`config.mk`:
```
export PLATFORM = sky130hd
export DESIGN_NAME = if_fetch_stage
export DESIGN_NICKNAME = d
export VERILOG_FILES = /design/src/rtl/if_fetch_stage.sv
export SDC_FILE = /design/constraint.sdc
export NUM_CORES = 1
export LEC_CHECK = 0
export CORE_UTILIZATION = 49
export DETAILED_ROUTE_END_ITERATION = 7
export MAX_ROUTING_LAYER = met4
export PLACE_DENSITY_LB_ADDON = 0.08
export SLEW_MARGIN = 20
export SYNTH_ARGS = -nofsm -noshare
export SYNTH_HDL_FRONTEND = slang
export SYNTH_SLANG_ARGS = --single-unit
```
`constraint.sdc`:
```
create_clock -name clk -period 5.6 [get_ports clk]
set_input_delay 0.56 -clock clk [delete_from_list [all_inputs] [get_ports clk]]
set_output_delay 0.56 -clock clk [all_outputs]
set_load 0.05 [all_outputs]
```
`src/rtl/if_fetch_stage.sv`:
```
// Instruction-fetch stage feeding the IF/ID register.
// Owns the PC and the handshake with a variable-latency instruction memory.
// It also handles stalls, branch/jump redirects and redirects that arrive while a fetch is outstanding.
// Optional: define FETCH_PERF_CNT_EN to add a saturating fetchCountOut counter.
module if_fetch_stage #(
   parameter int unsigned PC_WIDTH   = 12,
   parameter int unsigned INST_WIDTH = 19,
   parameter logic [PC_WIDTH-1:0] RESET_PC = '0
) (
   input  logic                  clk,
   input  logic                  rst,
   input  logic                  stallIF,
   input  logic                  branchTaken,
   input  logic [PC_WIDTH-1:0]   branchTarget,
   input  logic                  jumpTaken,
   input  logic [PC_WIDTH-1:0]   jumpTarget,
   output logic                  imemReq,
   output logic [PC_WIDTH-1:0]   imemAddr,
   input  logic                  imemReady,
   input  logic [INST_WIDTH-1:0] imemData,
   output logic [PC_WIDTH-1:0]   pcPlusOneIF,
   output logic [INST_WIDTH-1:0] instIF,
   output logic                  instValidIF,
   output logic                  fetchBubbleIF
`ifdef FETCH_PERF_CNT_EN
   ,
   output logic [15:0]           fetchCountOut
`endif
);

   localparam logic [1:0] FETCH = 2'd0;
   localparam logic [1:0] HOLD  = 2'd1;
   localparam logic [1:0] DROP  = 2'd2;

   logic [1:0]            state, state_nxt;
   logic [PC_WIDTH-1:0]   pc, pc_nxt;
   logic [PC_WIDTH-1:0]   saved_target, saved_target_nxt;
   logic [INST_WIDTH-1:0] hold_reg, hold_reg_nxt;
   logic                  redirect;
   logic [PC_WIDTH-1:0]   target;
   logic [PC_WIDTH-1:0]   pc_inc;

   assign redirect = branchTaken | jumpTaken;
   assign target   = branchTaken ? branchTarget : jumpTarget;
   assign pc_inc   = pc + PC_WIDTH'(1);

   // State, PC, hold buffer and pending redirect target registers
   always_ff @(posedge clk or posedge rst) begin
      if (rst) begin
         state        <= FETCH;
         pc           <= RESET_PC;
         hold_reg     <= '0;
         saved_target <= '0;
      end else begin
         state        <= state_nxt;
         pc           <= pc_nxt;
         hold_reg     <= hold_reg_nxt;
         saved_target <= saved_target_nxt;
      end
   end

   // Next-state and PC update
   always_comb begin
      state_nxt        = state;
      pc_nxt           = pc;
      hold_reg_nxt     = hold_reg;
      saved_target_nxt = saved_target;
      case (state)
         FETCH: begin
            if (imemReady) begin
               if (redirect) begin
                  pc_nxt = target;
               end else if (stallIF) begin
                  hold_reg_nxt = imemData;
                  state_nxt    = HOLD;
               end else begin
                  pc_nxt = pc_inc;
               end
            end else if (redirect) begin
               // Address must stay stable until the memory answers
               saved_target_nxt = target;
               state_nxt        = DROP;
            end
         end
         HOLD: begin
            if (redirect) begin
               pc_nxt    = target;
               state_nxt = FETCH;
            end else if (!stallIF) begin
               pc_nxt    = pc_inc;
               state_nxt = FETCH;
            end
         end
         DROP: begin
            if (redirect) begin
               saved_target_nxt = target;
            end
            if (imemReady) begin
               pc_nxt    = redirect ? target : saved_target;
               state_nxt = FETCH;
            end
         end
         default: begin
            state_nxt = FETCH;
         end
      endcase
   end

   // Memory request and IF/ID-facing outputs
   always_comb begin
      imemReq       = ~rst & (state != HOLD);
      imemAddr      = pc;
      pcPlusOneIF   = pc_inc;
      instValidIF   = ((state == FETCH) & imemReady & ~redirect) |
                      ((state == HOLD) & ~redirect);
      instIF        = '0;
      if (instValidIF) begin
         instIF = (state == HOLD) ? hold_reg : imemData;
      end
      fetchBubbleIF = ~instValidIF & ~stallIF;
   end

`ifdef FETCH_PERF_CNT_EN
   logic [15:0] fetch_count;

   // Saturating count of instructions handed to IF/ID
   always_ff @(posedge clk or posedge rst) begin
      if (rst) begin
         fetch_count <= '0;
      end else if (instValidIF && !stallIF && (fetch_count != 16'hFFFF)) begin
         fetch_count <= fetch_count + 16'd1;
      end
   end

   assign fetchCountOut = fetch_count;
`endif

endmodule

```
==> impl.org <==
** STA
- Upper clock frequency limit :: 0.277 GHz
- Post-route fraction of the period consumed by the critical path :: ~64%
- Fin. max-slew vios :: 0
- The smallest clock period supported by the final layout is computed as between 3000 and 4000 ps.
- Number of hold violations in the final report :: 0
- Setup repair after global routing left no endpoint under its margin.
- In this run the tightest slew margin relative to its limit is about 31%.
- In the final timing run, aggregate negative setup slack is 0 ps.
- Setup violations remaining at the end of the flow were counted as 0.
- Across all setup checks in the final design, the least slack found is 2000 ps.
- Across the routed clock network, the largest skew measured is between 9 and 10 ps.
- At the pin with the least slew margin, the transition time is slightly above 1000 ps.

** Clocking
- Depth of the CTS H-tree :: 2
- For this design, the CTS-stage hold fixing added 0 buffers.
- Post-CTS repair changed the size of 0 cells.
- The later pin in the worst-skew pair is clocked with a latency of about 300 ps.
- The clock passes through at most 2 buffers.
- Once the clock tree was built, the setup fixing pass inserted 0 buffers.
- Clock tree synthesis found a total of between 40 and 50 sinks.
- TritonCTS clock tree :: done
- CTS root buffer :: sky130_fd_sc_hd__clkbuf_8
- Clock transition at the register clock pins on the worst setup and hold paths after CTS :: 80 ps
- Buffers inserted during clock tree synthesis total 5.

** Finish
- The sequential cells in the finished layout cover a total of around 1100 sq um.
- Layout net count :: 448
- Multi-input gate area :: approximately 1500 sq um
- Finished Cell Area :: 3860 sq um
- Filler instances :: ~420
- Ratio of cells with drive above 1 in the final layout :: roughly a tenth
- Antenna diodes :: 0
- Signed area change from the synthesized netlist to the final layout :: 40.5%
- Max FFs per register :: 19

** Synthesis
- Count of yosys warnings during synthesis :: 0
- Yosys attributes the largest share of cell area to sky130_fd_sc_hd__dfrtp_1, sky130_fd_sc_hd__mux2_2, sky130_fd_sc_hd__nand2_1.
- Post-synth EDFFs :: 0
- Fraction of registers with async set or reset after synthesis :: between 90% and 100%
- The commonest cells after synthesis are sky130_fd_sc_hd__nand2_1, sky130_fd_sc_hd__dfrtp_1, sky130_fd_sc_hd__a21oi_1, sky130_fd_sc_hd__mux2_2, sky130_fd_sc_hd__clkbuf_1.
- Leading register cell type out of synthesis :: sky130_fd_sc_hd__dfrtp_1
- After Yosys synthesis, XOR and XNOR cells account for 2.87% of the synthesized area.
- In the post-synthesis netlist, the cell with the most instances is sky130_fd_sc_hd__nand2_1.
- Post-Synthesis Cell Area :: between 2000 and 3000 sq um
- By area, the combinational part of the netlist is dominated by compound AO/OA/AOI/OAI gates.
- Post-synthesis compound-gate area fraction :: about a quarter
- The synthesized design spends more area on one cell type than any other, namely sky130_fd_sc_hd__dfrtp_1.
- Number of flip-flops and latches in the synthesized netlist :: between 40 and 50
- The synthesized design devotes to its leading area cell type about two fifths of total area.
- Of the total synthesized cell area, the portion taken by AND, OR, NAND and NOR gates is between 15 and 20%.
- Fraction of synthesized area in multiplexers :: 8.56%
- After synthesis, the mean cell area works out to ~9 sq um.
- Synth Net Count :: roughly 360
- Sequential element share of the synthesized area :: between 40% and 50%
- Counting distinct cell types in the post-synthesis netlist gives 42.
- Adder and majority gate portion of the synthesized area :: less than 1%
- Synthesis produced 313 cells.

** Worst setup path
- Crit Path Class :: in -> out
- Highest-delay cell along the critical path :: sky130_fd_sc_hd__clkdlybuf4s50_1
- Highest cell delay on the worst timing path :: roughly 830 ps
- Maximum fanout count along the critical path :: 34
- Critical Path Sink Type :: output pin
- Worst EP arrival :: slightly above 3000 ps
- STA classifies the critical path startpoint as an input port.
- Crit path max-delay family :: buffers and inverters
- The critical path goes through clkdlybuf4s50_1 > buf_4 > or2_2 > nor2_1 > o21ai_1 > buf_4 > a21oi_1 > clkdlybuf4s50_1.
- Number of buffers and inverters on the critical path :: 4
- Required time at the endpoint of the critical path :: a little over 5000 ps

** Global routing
- Global routing finished with a remaining overflow of 0.
- The initial antenna violation count came to 0.
- Entering global routing, the biggest net connects 46 pins.
- The first global-routing pass estimated 12.4 mm of wire.
- Number of global-route vias before repair :: 2577
- GRT Total Usage :: 27.4%

** Floorplanning
- During I/O placement, the number of pins put on the boundary was 95.
- Vertical die dimension :: 76.9 microns
- Area enclosed by the die boundary :: between 5000 and 6000 sq um
- Measured along the x axis, the die boundary spans a little under 80 microns.
- Placeable core region :: 5240 sq um
- For this configuration, the core starts out at a cell density of between 50% and 60%.
- After floorplanning, the core was divided into 26 placement rows.

** Placed design
- Placed cell areas :: ~3700 sq um
- Placer congestion estimate :: just under 0.9
- Detailed placement finished with a half-perimeter wire length of 5.40 mm.
- Count of buffers inserted at the top-level ports :: 94
- Post-placement setup slack :: ~2000 ps

** Routing
- Dividing the detail-routed wire length by the instance count gives ~16 microns.
- Routed Antenna Nets :: 0
- For this block, the initial DRC count from the detailed router was 282.
- Summing over every cut layer, the via total after detailed routing is 2779.
- Detailed-route vias per instance :: 5.93
- The final layout contains routed wiring with a total length of 7.71 mm.
- Number of remaining DRC errors :: 0
- Number of iterations in the first detailed-routing pass :: 5

** Status
- Run status :: finished clean

** Power
- Total power consumption of the routed design :: roughly 1.1 mW
- Power per Cell Area :: roughly 290 nW/um^2
- In this run the static leakage power is ~1.5 nW.
- The worst-case IR drop observed on VDD is approximately 0.17 mV.

** Hold path
- Type of the most critical hold path :: reg -> reg

** Job
- Max-cap violations in this run came to 0.
-- final timing paths --
path | from | to | slack, ps | cells after the start
max in group asynchronous | rst | hold_reg[2]$_DFFE_PP0P_ | 4190 | 2
min reg2reg | saved_target[10]$_DFFE_PP0P_ | saved_target[10]$_DFFE_PP0P_ | 500 | 1
max | jumpTaken | instIF[1] | 2000 | 8
max reg2reg | state[0]$_DFFE_PP0P_ | imemAddr[4]$_DFFE_PP0P_ | 3450 | 4
min in group asynchronous | rst | saved_target[9]$_DFFE_PP0P_ | 820 | 2
min | saved_target[10]$_DFFE_PP0P_ | saved_target[10]$_DFFE_PP0P_ | 500 | 1
-- cell families after synthesis --
group | after synthesis
AO/OA/AOI/OAI | 100
XOR/XNOR | 9
adder cells (fa/ha/maj) | 1
buffers and inverters | 30
flip-flops | 45
multiplexers | 21
AND/OR/NAND/NOR | 107
-- report_power, final --
| group | leakage, nW | internal [mW] | switching, mW |
|---|---|---|---|
| Combinational | 0.927 | 0.175 | 0.250 |
| Clock | 0.0585 | 0.146 | 0.116 |
| Sequential | 0.547 | 0.388 | 0.0552 |
| Total | 1.53 | 0.709 | 0.420 |
-- through the flow --
step / util, % / hold WS [ps] / cells
after floorplan: - / 457 / 313
after global placement: 71.3 / 479 / 461
after detailed placement: 71.3 / 481 / 461
after CTS: 73.6 / 500 / 469
after global routing: 73.7 / 518 / 469
final: 73.7 / 503 / 469
-- routing by layer --
metal,part of all wire (%),GRT usage [%]
met1,42,34.3
met2,47,42.3
met4,3.7,13.8
met3,7.1,4.88
met5,0,-
-- final cells by class --
type	instances	area share, %
clock buffer	7	2.24
timing repair buffer	99	25.4
inverter	9	0.876
sequential	45	29.2
clock inverter	1	0.778
tap	70	2.27
multi-input combinational	238	39.3
-- cell usage in the layout (no fill, tap or decap), types with 7 or more instances in the layout --
| cell type | instances |
|---|---|
| sky130_fd_sc_hd__clkdlybuf4s50_1 | 94 |
| sky130_fd_sc_hd__nand2_1 | 50 |
| sky130_fd_sc_hd__dfrtp_1 | 45 |
| sky130_fd_sc_hd__a21oi_1 | 25 |
| sky130_fd_sc_hd__mux2_2 | 20 |
| sky130_fd_sc_hd__nor2_1 | 16 |
| sky130_fd_sc_hd__o21ai_0 | 15 |
| sky130_fd_sc_hd__nor2b_1 | 13 |
| sky130_fd_sc_hd__a22oi_1 | 13 |
| sky130_fd_sc_hd__a31oi_1 | 11 |
| sky130_fd_sc_hd__nor3_1 | 7 |
| sky130_fd_sc_hd__inv_1 | 7 |
Note: power is estimated with default switching activity, not from simulation.
